## config.mk

```make
export PLATFORM = sky130hd
export DESIGN_NAME = rom_burst_arbiter_flat
export DESIGN_NICKNAME = d
export VERILOG_FILES = /design/src/rtl/rom_arb_pkg.sv /design/src/rtl/rom_burst_arbiter_if.sv /design/src/rtl/rr_arbiter_2.sv /design/src/rtl/rom_burst_arbiter.sv /design/src/flat_wrapper.sv
export SDC_FILE = /design/constraint.sdc
export NUM_CORES = 1
export LEC_CHECK = 0
export BUFFER_PORTS_ARGS = -buffer_cell sky130_fd_sc_hd__buf_2
export CORE_MARGIN = 2
export CORE_UTILIZATION = 45
export CTS_BUF_LIST = sky130_fd_sc_hd__clkbuf_16
export CTS_CLUSTER_DIAMETER = 150
export DETAILED_ROUTE_END_ITERATION = 10
export GPL_TIMING_DRIVEN = 0
export PLACE_DENSITY_LB_ADDON = 0.15
export SETUP_SLACK_MARGIN = 0.2
export SLEW_MARGIN = 20
export SYNTH_ARGS = -nofsm -noshare
export SYNTH_HDL_FRONTEND = slang
export SYNTH_SLANG_ARGS = --single-unit
```

## constraint.sdc

```tcl
create_clock -name clk -period 2.9 [get_ports clk]
set_clock_uncertainty 0.05 [all_clocks]
set_input_delay 0.29 -clock clk [delete_from_list [all_inputs] [get_ports clk]]
set_output_delay 0.29 -clock clk [all_outputs]
set_load 0.02 [all_outputs]
```

## src/rtl/rom_arb_pkg.sv

```systemverilog
// Shared constants and types for the two-requester ROM burst arbiter.
package rom_arb_pkg;

  localparam int ADDR_W = 6;
  localparam int DATA_W = 8;
  localparam int LEN_W  = 4;

  typedef enum logic [0:0] {
    IDLE  = 1'b0,
    BURST = 1'b1
  } arb_state_t;

  typedef struct packed {
    logic [DATA_W-1:0] data;
    logic              id;
    logic              last;
  } rsp_beat_t;

endpackage

```

## src/rtl/rom_burst_arbiter_if.sv

```systemverilog
// Request, ROM and response bundle between the arbiter and its neighbours.
interface rom_burst_arbiter_if;
  import rom_arb_pkg::*;

  logic [1:0]        req_valid;
  logic [ADDR_W-1:0] req_addr0;
  logic [ADDR_W-1:0] req_addr1;
  logic [LEN_W-1:0]  req_len0;
  logic [LEN_W-1:0]  req_len1;
  logic [1:0]        req_ready;
  logic [ADDR_W-1:0] rom_addr;
  logic [DATA_W-1:0] rom_dout;
  logic              rsp_valid;
  logic [DATA_W-1:0] rsp_data;
  logic              rsp_id;
  logic              rsp_last;
  logic              busy;

  modport slave (
    input  req_valid, req_addr0, req_addr1, req_len0, req_len1, rom_dout,
    output req_ready, rom_addr, rsp_valid, rsp_data, rsp_id, rsp_last, busy
  );

  modport master (
    output req_valid, req_addr0, req_addr1, req_len0, req_len1, rom_dout,
    input  req_ready, rom_addr, rsp_valid, rsp_data, rsp_id, rsp_last, busy
  );

endinterface

```

## src/rtl/rr_arbiter_2.sv

```systemverilog
// Two-input grant selection; round-robin by default, fixed priority to
// channel 0 when ROM_BURST_ARB_FIXED_PRIO_EN is defined.
module rr_arbiter_2 (
  input  logic       clk,
  input  logic       rst,
  input  logic [1:0] req,
  input  logic       update,
  output logic       grant_any,
  output logic       grant_id
);

  assign grant_any = |req;

`ifdef ROM_BURST_ARB_FIXED_PRIO_EN
  // Channel 0 wins whenever it is requesting.
  always_comb begin
    grant_id = 1'b0;
    if (req == 2'b10) begin
      grant_id = 1'b1;
    end else begin
      grant_id = 1'b0;
    end
  end
`else
  logic last_grant_r;

  // On a tie the channel that did not win last time is chosen.
  always_comb begin
    grant_id = 1'b0;
    case (req)
      2'b10:   grant_id = 1'b1;
      2'b11:   grant_id = ~last_grant_r;
      default: grant_id = 1'b0;
    endcase
  end

  // Remember the most recent winner; resets to 1 so channel 0 takes the first tie.
  always_ff @(posedge clk or posedge rst) begin
    if (rst) begin
      last_grant_r <= 1'b1;
    end else if (update) begin
      last_grant_r <= grant_id;
    end else begin
      last_grant_r <= last_grant_r;
    end
  end
`endif

endmodule

```

## src/rtl/rom_burst_arbiter.sv

```systemverilog
// Shares a 1-cycle-latency ROM between two burst requesters and returns tagged beats.
// Optional build macro: ROM_BURST_ARB_FIXED_PRIO_EN (fixed priority to channel 0).
module rom_burst_arbiter
  import rom_arb_pkg::*;
(
  input  logic                clk,
  input  logic                rst,
  rom_burst_arbiter_if.slave  bus
);

  arb_state_t        state_r;
  logic [ADDR_W-1:0] cur_addr_r;
  logic [LEN_W-1:0]  cnt_r;
  logic              owner_r;
  logic [1:0]        req_ready_r;
  logic [ADDR_W-1:0] rom_addr_r;
  logic              busy_r;
  logic              issue_v_r;
  logic              issue_id_r;
  logic              issue_last_r;
  logic              rsp_valid_r;
  logic              rsp_id_r;
  logic              rsp_last_r;

  logic              grant_any_s;
  logic              grant_id_s;
  logic              grant_take_s;
  rsp_beat_t         rsp_beat_s;

  assign grant_take_s = (state_r == IDLE) && grant_any_s;

  rr_arbiter_2 u_arb (
    .clk       (clk),
    .rst       (rst),
    .req       (bus.req_valid),
    .update    (grant_take_s),
    .grant_any (grant_any_s),
    .grant_id  (grant_id_s)
  );

  // Burst sequencer plus the two-stage issue/response tag pipeline.
  always_ff @(posedge clk or posedge rst) begin
    if (rst) begin
      state_r      <= IDLE;
      cur_addr_r   <= {ADDR_W{1'b0}};
      cnt_r        <= {LEN_W{1'b0}};
      owner_r      <= 1'b0;
      req_ready_r  <= 2'b00;
      rom_addr_r   <= {ADDR_W{1'b0}};
      busy_r       <= 1'b0;
      issue_v_r    <= 1'b0;
      issue_id_r   <= 1'b0;
      issue_last_r <= 1'b0;
      rsp_valid_r  <= 1'b0;
      rsp_id_r     <= 1'b0;
      rsp_last_r   <= 1'b0;
    end else begin
      rsp_valid_r <= issue_v_r;
      rsp_id_r    <= issue_id_r;
      rsp_last_r  <= issue_last_r;
      case (state_r)
        IDLE: begin
          issue_v_r    <= 1'b0;
          issue_last_r <= 1'b0;
          if (grant_any_s) begin
            req_ready_r <= grant_id_s ? 2'b10 : 2'b01;
            cur_addr_r  <= grant_id_s ? bus.req_addr1 : bus.req_addr0;
            cnt_r       <= grant_id_s ? bus.req_len1 : bus.req_len0;
            owner_r     <= grant_id_s;
            busy_r      <= 1'b1;
            state_r     <= BURST;
          end else begin
            req_ready_r <= 2'b00;
            busy_r      <= 1'b0;
            state_r     <= IDLE;
          end
        end
        BURST: begin
          req_ready_r  <= 2'b00;
          rom_addr_r   <= cur_addr_r;
          issue_v_r    <= 1'b1;
          issue_id_r   <= owner_r;
          issue_last_r <= (cnt_r == LEN_W'(0));
          if (cnt_r == LEN_W'(0)) begin
            busy_r  <= 1'b0;
            state_r <= IDLE;
          end else begin
            // Address wraps modulo the ROM depth by its width alone.
            cur_addr_r <= cur_addr_r + ADDR_W'(1);
            cnt_r      <= cnt_r - LEN_W'(1);
            busy_r     <= 1'b1;
            state_r    <= BURST;
          end
        end
        default: begin
          req_ready_r <= 2'b00;
          busy_r      <= 1'b0;
          issue_v_r   <= 1'b0;
          state_r     <= IDLE;
        end
      endcase
    end
  end

  assign rsp_beat_s = '{data: bus.rom_dout, id: rsp_id_r, last: rsp_last_r};

  assign bus.req_ready = req_ready_r;
  assign bus.rom_addr  = rom_addr_r;
  assign bus.busy      = busy_r;
  assign bus.rsp_valid = rsp_valid_r;
  assign bus.rsp_data  = rsp_beat_s.data;
  assign bus.rsp_id    = rsp_beat_s.id;
  assign bus.rsp_last  = rsp_beat_s.last;

endmodule

```

## src/flat_wrapper.sv

```systemverilog
// flat-port wrapper written by rule: the top's interface ports become plain ports
module rom_burst_arbiter_flat import rom_arb_pkg::*;
  (clk, rst, bus_req_valid, bus_req_addr0, bus_req_addr1, bus_req_len0, bus_req_len1, bus_rom_dout, bus_req_ready, bus_rom_addr, bus_rsp_valid, bus_rsp_data, bus_rsp_id, bus_rsp_last, bus_busy);
  rom_burst_arbiter_if bus_i ();
  input  logic clk;
  input  logic rst;
  input wire logic [$bits(bus_i.req_valid)-1:0] bus_req_valid;
  input wire logic [$bits(bus_i.req_addr0)-1:0] bus_req_addr0;
  input wire logic [$bits(bus_i.req_addr1)-1:0] bus_req_addr1;
  input wire logic [$bits(bus_i.req_len0)-1:0] bus_req_len0;
  input wire logic [$bits(bus_i.req_len1)-1:0] bus_req_len1;
  input wire logic [$bits(bus_i.rom_dout)-1:0] bus_rom_dout;
  output wire logic [$bits(bus_i.req_ready)-1:0] bus_req_ready;
  output wire logic [$bits(bus_i.rom_addr)-1:0] bus_rom_addr;
  output wire logic [$bits(bus_i.rsp_valid)-1:0] bus_rsp_valid;
  output wire logic [$bits(bus_i.rsp_data)-1:0] bus_rsp_data;
  output wire logic [$bits(bus_i.rsp_id)-1:0] bus_rsp_id;
  output wire logic [$bits(bus_i.rsp_last)-1:0] bus_rsp_last;
  output wire logic [$bits(bus_i.busy)-1:0] bus_busy;
  assign bus_i.req_valid = bus_req_valid;
  assign bus_i.req_addr0 = bus_req_addr0;
  assign bus_i.req_addr1 = bus_req_addr1;
  assign bus_i.req_len0 = bus_req_len0;
  assign bus_i.req_len1 = bus_req_len1;
  assign bus_i.rom_dout = bus_rom_dout;
  assign bus_req_ready = bus_i.req_ready;
  assign bus_rom_addr = bus_i.rom_addr;
  assign bus_rsp_valid = bus_i.rsp_valid;
  assign bus_rsp_data = bus_i.rsp_data;
  assign bus_rsp_id = bus_i.rsp_id;
  assign bus_rsp_last = bus_i.rsp_last;
  assign bus_busy = bus_i.busy;
  rom_burst_arbiter u_core (.clk(clk), .rst(rst), .bus(bus_i));
endmodule
```

# Yosys cells after proc, flatten, opt, wreduce, memory -nomap -nowiden
# Cells that the tools add are included.
# word_totals
register_bits	27
latch_bits	0
ram_bits	0
rom_bits	0
input_bits	32
out_inout_bits	20
n_memories	0
# op_classes
add_sub_neg	2
mul	0
div	0
n_lt_le_gt_ge	0
n_eq_ne	4
n_shift	0
mux	17
n_bitwise	2
reduce_logical	5
# op_table
cell	n
6-bit two-way mux	3
4-bit two-way mux	3
6-bit one-hot mux with 2 select lines	1
1-bit one-hot mux with 2 select lines	4
4-bit one-hot mux with 2 select lines	1
6-bit by 1-bit adder with 6-bit output, second input constant	1
2-bit == test, second input constant	2
4-bit zero test	1
2-bit two-way mux	2
2-bit one-hot mux with 2 select lines	1
2-bit AND reduction	2
4-bit by 1-bit subtractor with 4-bit output, second input constant	1
1-bit two-way mux	2
2-bit by 1-bit inequality test with 1-bit output, second input constant	1
2-bit inequality test, second input constant	1
1-bit NOT	2
2-bit OR reduction	1
1-bit logical AND	1

# Depth between registers and ports, before layout
# Gate-level depths: netlist of the first run.
# depth
depth_word	5
ltp_mapped	7
depth_no_buf	7

# By module
# A second synthesis of the first run with hierarchy kept.
# hier_totals
hier_cells	122
area_unflattened_um2	1396.3
# modules_own_cells
mod	n_inst	cells_each	area_per_inst_um2
rom_burst_arbiter	1	117	1333.8
rr_arbiter_2	1	5	62.6

# Worst setup path after synthesis of the first run
# OpenSTA, ideal clock, no wires.
# synth_timing
path_kind	register to register
start	reg u_core.cnt_r[0]
end	reg u_core.cur_addr_r[5]
setup_time_ns	0.135
arrival_time_ns	1.416
required_time_ns	2.715
slack_ns	1.299
path_stages_with_launch	7
n_path_buf	0
period_less_slack_ns	1.601
cell_sequence	dfrtp_1 > inv_1 > ha_1 > nor3b_2 > a21o_2 > o41ai_1 > a211oi_1
# synth_via
elab_chain_len	3
# synth_lines
element	line	source
start, declared	rom_burst_arbiter.sv:13	logic [LEN_W-1:0] cnt_r;
start signal, assigned	rom_burst_arbiter.sv:46	cnt_r <= {LEN_W{1'b0}};
start signal, assigned	rom_burst_arbiter.sv:68	cnt_r <= grant_id_s ? bus.req_len1 : bus.req_len0;
start signal, assigned	rom_burst_arbiter.sv:90	cnt_r <= cnt_r - LEN_W'(1);
4-bit zero test	rom_burst_arbiter.sv:84	if (cnt_r == LEN_W'(0)) begin
2-bit inequality test (no source line)	--	
2-bit AND reduction (no source line)	--	
end signal, assigned	rom_burst_arbiter.sv:45	cur_addr_r <= {ADDR_W{1'b0}};
end signal, assigned	rom_burst_arbiter.sv:67	cur_addr_r <= grant_id_s ? bus.req_addr1 : bus.req_addr0;
end signal, assigned	rom_burst_arbiter.sv:89	cur_addr_r <= cur_addr_r + ADDR_W'(1);
end, declared	rom_burst_arbiter.sv:12	logic [ADDR_W-1:0] cur_addr_r;
# Every way passes these cells.
# A chain may end at the register's enable or synchronous reset.

# Worst setup path after layout of the first run
# Ends and elaborated chain as after synthesis.

==> impl_results.md, run 1 <==
* Result of the run: finished clean
* Count of filler cells inserted in the layout at 274
* Share of the yosys chip area belonging to registers at 47.7%
* Placed Instances at 224
* Cell type with the highest aggregate area in the netlist: dfrtp_1
* Vias per std cell at 4.95
* Die area at 0.00362 mm2
* Number of synthesis warnings at 0
* Path type of the worst min-delay path: primary input to async pin
* CTS hold repair buffers at 0
* Most used flip-flop cell after synthesis: dfrtp_1
* Worst Path Required at 3.02 ns
* Clock network latency to the later pin of the worst-skew pair at 0.26 ns
* Fraction of the cycle the final worst path needs at 61.4%
* Class of the most critical setup path: register to register
* Synthesized area per cell at 10.4 um2
* Post-CTS setup buffer count at 0
* Unique cell type count in the Yosys netlist at 38
* Pin count of the biggest net entering global routing at 28
* Number of CTS-inserted buffers at 3
* Cell chosen for the clock root: clkbuf_16
* Post-synth EDFFs at 0
* Final Non-Filler Cells at 228
* Count of pins on the block boundary at 52
* Number of global-route vias before repair at 989
* Vias at 1128
* Global routing usage summed across all routing layers at 17.3%
* Pre-CTS WS at 1.13 ns
* Number of clock sinks seen by CTS at 27
* Final WS setup at 1.12 ns
* Number of hold violations in the final report at 0
* Setup Total Neg Slack at 0 ns
* Placer's final routability congestion estimate at 0.775
* Clock transition at path regs at 0.06 ns
* Critical path peak fanout at 9
* Wire length of the first global-routing pass at 4600 um
* Post-route minimum period at 1.78 ns
* Initial Util at 46.9%
* Number of antenna violations at the first check in global routing at 0
* Area growth from synthesis to layout at 24.7%
* Maximum clock frequency at 0.561 GHz
* Clock tree from TritonCTS: done
* RSZ-0062 raised after global routing: no
* Arrival time worst endpoint at 1.90 ns
* Number of maximum-capacitance constraint violations at 0
* Instance count of the mapped netlist at 137
* Net count after synthesis at 172
* Top-count cell post-synth: dfrtp_1
* Startpoint type of the worst setup path: register
* Synthesized area at 0.00142 mm2
* ANT nets after route at 0
* 1st-pass router iterations at 4
* Pwr Density at 1030 mW/mm2
* Slew at the pin closest to its max-slew limit at 0.938 ns
* Max-slew violation count at 0
* Area contributors post-synth: dfrtp_1, mux2_2, buf_4
* Htree depth at 1
* Total of buffers placed on input and output ports at 43
* Number of standard-cell rows in the floorplan at 20
* Remaining max-slew budget at the tightest pin at 37.1%
* Total gr overflow at 0
* Number of design rule violations left after detail routing at 0
* Antenna Cells at 0
* Highest ir drop seen on vdd at 0.000474 V
* Final layout net count at 220
* WL per Instance at 12.2 um
* Maximum clock insertion buffer count at 2
* Routed wire length at 2780 um
* Area of the core region at 0.00303 mm2
* Crit path capture type: register
* Total leakage power at 0.888 nW
* Post-DP HPWL at 2040 um
* Commonest cells in the netlist: dfrtp_1, nand2_1, inv_1, o21ai_0, buf_4
* Die height at 60.2 um
* Fraction of final layout cells with drive strength greater than 1 at 41.8%
* Area fraction of the dominant cell type after synthesis at 45.9%
* Number of DRC markers in iteration 0 at 40
* Share of flip-flops with an asynchronous set or reset at 100%
* Number of instances resized during post-cts repair at 0
* Width of the die at 60.2 um
* Yosys reg bits at 27
* Final setup fails at 0
[layout by cell type (no fill, tap or decap), drive strengths merged, types with 4 or more instances in the layout]
master	synthesis	routed
nand2	12	12
inv	10	9
o21ai	13	13
buf	13	56
dfrtp	26	26
nor2	6	6
clkbuf	1	4
nor3	4	4
nand3	5	5
mux2	10	10
a21oi	5	5
[flip-flops by register name (all words and copies together), names as in the netlist]
register and flops:
u_core.bus.rsp_last 1, u_core.u_arb.last_grant_r 1, u_core.bus.rom_addr 6, u_core.cnt_r 4, u_core.cur_addr_r 6, u_core.bus.rsp_valid 1
u_core.issue_id_r 1, u_core.issue_last_r 1, u_core.owner_r 1, u_core.bus.req_ready 2, u_core.bus.rsp_id 1, u_core.issue_v_r 1
u_core.state_r 1
[cells by family (layout without fill, tap and decap cells)]
kind of cell             after synthesis  in the layout  synth area share, %
flip-flops                            27             27                 47.7
multiplexers                          13             13                 11.1
XOR/XNOR                               3              3                 1.85
AND/OR/NAND/NOR                       33             33                 11.2
buffers and inverters                 24             71                 9.52
adder cells (fa/ha/maj)                3              3                 2.65
AO/OA/AOI/OAI                         34             34                 16.0
[per-layer routing]
metal  GRT usage (%)  share of wire (%)
met5               0                  0
met1            24.4                 47
met2            26.2                 43
met3            2.81                7.4
met4            7.62                1.7
[worst paths after layout]
check                                               end  depth (start not counted)  slack, ns                start
min in group clk                        u_core.cnt_r[2]                          3       0.29      bus_req_len1[2]
max in group asynchronous          u_core.bus.rsp_valid                          2       2.30                  rst
worst min register to register      u_core.bus.rsp_last                          0       0.30  u_core.issue_last_r
worst max-delay path               u_core.cur_addr_r[5]                          7       1.12      u_core.cnt_r[0]
worst max register to register     u_core.cur_addr_r[5]                          7       1.12      u_core.cnt_r[0]
worst min-delay path            u_core.bus.req_ready[1]                          2       0.07                  rst
[final cells by class]
type                       count  area (um2)  share of cell area (%)
sequential                    27         677                    38.3
buffer                        14        95.1                    5.37
clock buffer                   3        75.1                    4.24
multi-input combinational     86         607                    34.3
inverter                      10        40.0                    2.26
clock inverter                 1        5.00                   0.283
tap                           44        55.1                    3.11
timing repair buffer          43         215                    12.2
[stage by stage]
stage / instance area [um2] / total power, mW / hold slack (ns) / util, %
2_1_floorplan: 1420 / 1.30 / 0.281 / -
3_3_place_gp: 1690 / 1.50 / 0.286 / 55.8
3_5_place_dp: 1690 / 1.52 / 0.293 / 55.8
4_1_cts: 1770 / 1.84 / 0.242 / 58.4
5_1_grt: 1770 / 1.98 / 0.137 / 58.4
6_report: 1770 / 1.82 / 0.0665 / 58.4
[report_power, final]
group	leakage (nW)	switching (mW)	internal [mW]
logic	0.533	0.448	0.367
clock network	0.0409	0.125	0.186
registers	0.315	0.134	0.562
[critical path, stage by stage (launching register included)]
cell      delay, ns
dfrtp_1        0.39
inv_1          0.10
ha_1           0.17
nor3b_2        0.30
a21o_2         0.29
inv_4          0.09
and3_1         0.15
a211oi_1       0.16
Power figures use the tool's default switching activity.
==> run 2, diff against run 1 <==
clock period = 1.7 ns   (was 2.9 ns; I/O delays follow)
==> impl_results.md, run 2 (synthesis gave the netlist of run 1 again) <==
* Result of the run: complete, but fails checks
* Violated checks: negative hold slack
* Total leakage power at 0.973 nW (+9.5%)
* Leading cell types in the layout, fill and taps excluded: buf_2, dfrtp_1, buf_4, nand2_1, o21ai_0
* Crit. path cell count at 7 (unchanged)
* 1st-pass router iterations at 4 (unchanged)
* Number of standard-cell rows in the floorplan at 20 (unchanged)
* Post-route minimum period at 1.55 ns (-0.231 ns)
* Logic depth of the worst register-to-register path at 7 (unchanged)
* Setup Total Neg Slack at 0 ns (unchanged)
* Top Metal Used: met4
* Placed cell area at 0.00171 mm2 (+1.3%)
* Number of global-route vias before repair at 1140 (+15%)
* Number of antenna violations at the first check in global routing at 0 (unchanged)
* Maximum clock frequency at 0.645 GHz (+15%)
* Crit path capture type: register
* Arrival time worst endpoint at 1.64 ns (-0.26 ns)
* Antenna Cells at 0 (unchanged)
* Fraction of final layout cells with drive strength greater than 1 at 50.3% (+8.4 points)
* Final WS setup at 0.149 ns (-0.969 ns)
* Post-DP HPWL at 2100 um (+2.6%)
* Htree depth at 1 (unchanged)
* Initial Util at 46.9% (unchanged)
* Final layout net count at 233 (+5.9%)
* Sum of buffers and inverters on the critical path at 2 (unchanged)
* Wire length of the first global-routing pass at 4860 um (+5.7%)
* Area of the core region at 0.00303 mm2 (unchanged)
* Cell family with most CP delay: compound AO/OA/AOI/OAI gates
* Final Non-Filler Cells at 241 (+5.7%)
* Pwr Density at 1820 mW/mm2 (+77%)
* Area occupied by registers at 677 um2 (unchanged)
* Area growth from synthesis to layout at 36.9%
* Met2 layer wire length in the routed design at 1550 um (+28%)
* Clock tree from TritonCTS: done
* Remaining max-slew budget at the tightest pin at 35.5% (-1.5 points)
* Slew at the pin closest to its max-slew limit at 0.961 ns (+0.0231 ns)
* Final standard cell area without fillers at 0.00194 mm2 (+9.8%)
* Vias at 1225 (+8.6%)
* Highest ir drop seen on vdd at 0.000799 V (+69%)
* Chain of cells forming the critical path: inv_2 -> ha_4 -> nor3b_4 -> a21o_4 -> buf_4 -> o41ai_4 -> a211oi_2
* Routed wire length at 3220 um (+16%)
* CTS hold repair buffers at 0 (unchanged)
* Multi-input gate area in the final layout at 669 um2 (+10%)
* Number of DRC markers in iteration 0 at 27 (-33%)
* Total of buffers placed on input and output ports at 43 (unchanged)
* Number of design rule violations left after detail routing at 0 (unchanged)
* Clock network latency to the later pin of the worst-skew pair at 0.26 ns (about the same)
* Maximum clock insertion buffer count at 2 (unchanged)
* Path type of the worst min-delay path: primary input to async pin
* Pin count of the biggest net entering global routing at 28 (unchanged)
* Most common library cell in the layout ignoring fill and taps: buf_2
* Metal1 wirelength at 1360 um (+2.7%)
* Cell chosen for the clock root: clkbuf_16
* Number of hold violations in the final report at 26 (+26)
* WL per Instance at 13.4 um (+9.6%)
* Number of maximum-capacitance constraint violations at 0 (unchanged)
* Global routing usage summed across all routing layers at 18.2% (+0.90 points)
* Clock transition at path regs at 0.07 ns (about the same)
* Max-slew violation count at 0 (unchanged)
* Die area at 0.00362 mm2 (unchanged)
* Die height at 60.2 um (unchanged)
* ANT nets after route at 0 (unchanged)
* Worst slack on hold paths at -0.0495 ns (-0.116 ns)
* Placer's final routability congestion estimate at 0.751 (-3.0%)
* Pre-CTS WS at 0.0543 ns (-1.07 ns)
* Number of CTS-inserted buffers at 3 (unchanged)
* Count of pins on the block boundary at 52 (unchanged)
* Startpoint type of the worst setup path: register
* Final setup fails at 0 (unchanged)
* RSZ-0062 raised after global routing: yes
* DR WL met3 at 221 um (+6.8%)
* Number of clock sinks seen by CTS at 27 (unchanged)
* Critical path peak fanout at 4 (-5)
* Total gr overflow at 0 (unchanged)
* Slowest library cell on the worst path: dfrtp_1
* Class of the most critical setup path: register to register
* Vias per std cell at 5.08 (+2.7%)
* Width of the die at 60.2 um (unchanged)
* Worst Path Required at 1.79 ns (-1.23 ns)
* Count of filler cells inserted in the layout at 260 (-5.1%)
* CP max stage delay at 0.37 ns (-0.02 ns)
* Fraction of the cycle the final worst path needs at 91.2% (+30 points)
* Placed Instances at 224 (unchanged)
## run 2: cell types whose count changed in the layout (fill, tap and decap cells not counted), moves of 2 or more
cell / previous run / this run
inv_2: 0 / 2
inv_1: 8 / 6
buf_4: 8 / 20
o21ai_0: 9 / 7
## run 2: routing by layer
metal | vias to the layer above | global-route usage (%)
li1 | 592 | -
met1 | 564 | 22.8
met2 | 61 | 30.6
met3 | 8 | 2.81
met4 | 0 | 8.57
met5 | - | 0
## run 2: through the flow
| stage | hold WS [ns] | utilization, % | power [mW] |
|---|---|---|---|
| floorplan | 0.172 | - | 2.28 |
| global placement | 0.282 | 56.5 | 2.61 |
| detailed placement | 0.304 | 56.5 | 2.67 |
| CTS | 0.136 | 61.8 | 3.36 |
| global route | 0.0123 | 64.1 | 3.79 |
| finish | -0.0495 | 64.1 | 3.53 |
## run 2: cell type report
type                       instances  share of cell area (%)
buffer                            14                    5.09
sequential                        27                    34.9
multi-input combinational         86                    34.5
tap                               44                    2.84
inverter                          10                    2.19
clock inverter                     1                   0.387
timing repair buffer              56                    16.3
clock buffer                       3                    3.87
## run 2: timing repair
item | in CTS | in global routing
pin swaps | 3 | 5
endpoints found under the hold margin | 0 | 0
gates resized for setup | 4 | 11
endpoints found under the setup margin | 9 | 17
setup buffers | 9 | 4
## run 2: worst paths after layout
kind                                       start  slack (ns)                      end
worst max-delay path             u_core.cnt_r[0]        0.15     u_core.cur_addr_r[5]
worst min-delay path                         rst       -0.05  u_core.bus.req_ready[1]
worst max register to register   u_core.cnt_r[0]        0.15     u_core.cur_addr_r[5]
worst min register to register  u_core.issue_v_r        0.31     u_core.bus.rsp_valid
max in group asynchronous                    rst        1.21      u_core.issue_last_r
min in group clk                 bus_req_len1[2]        0.16          u_core.cnt_r[2]
## run 2: power by group
part / switching (mW) / internal (mW)
sequential: 0.244 / 0.958
clock: 0.224 / 0.320
combinational: 0.917 / 0.869
total: 1.39 / 2.15
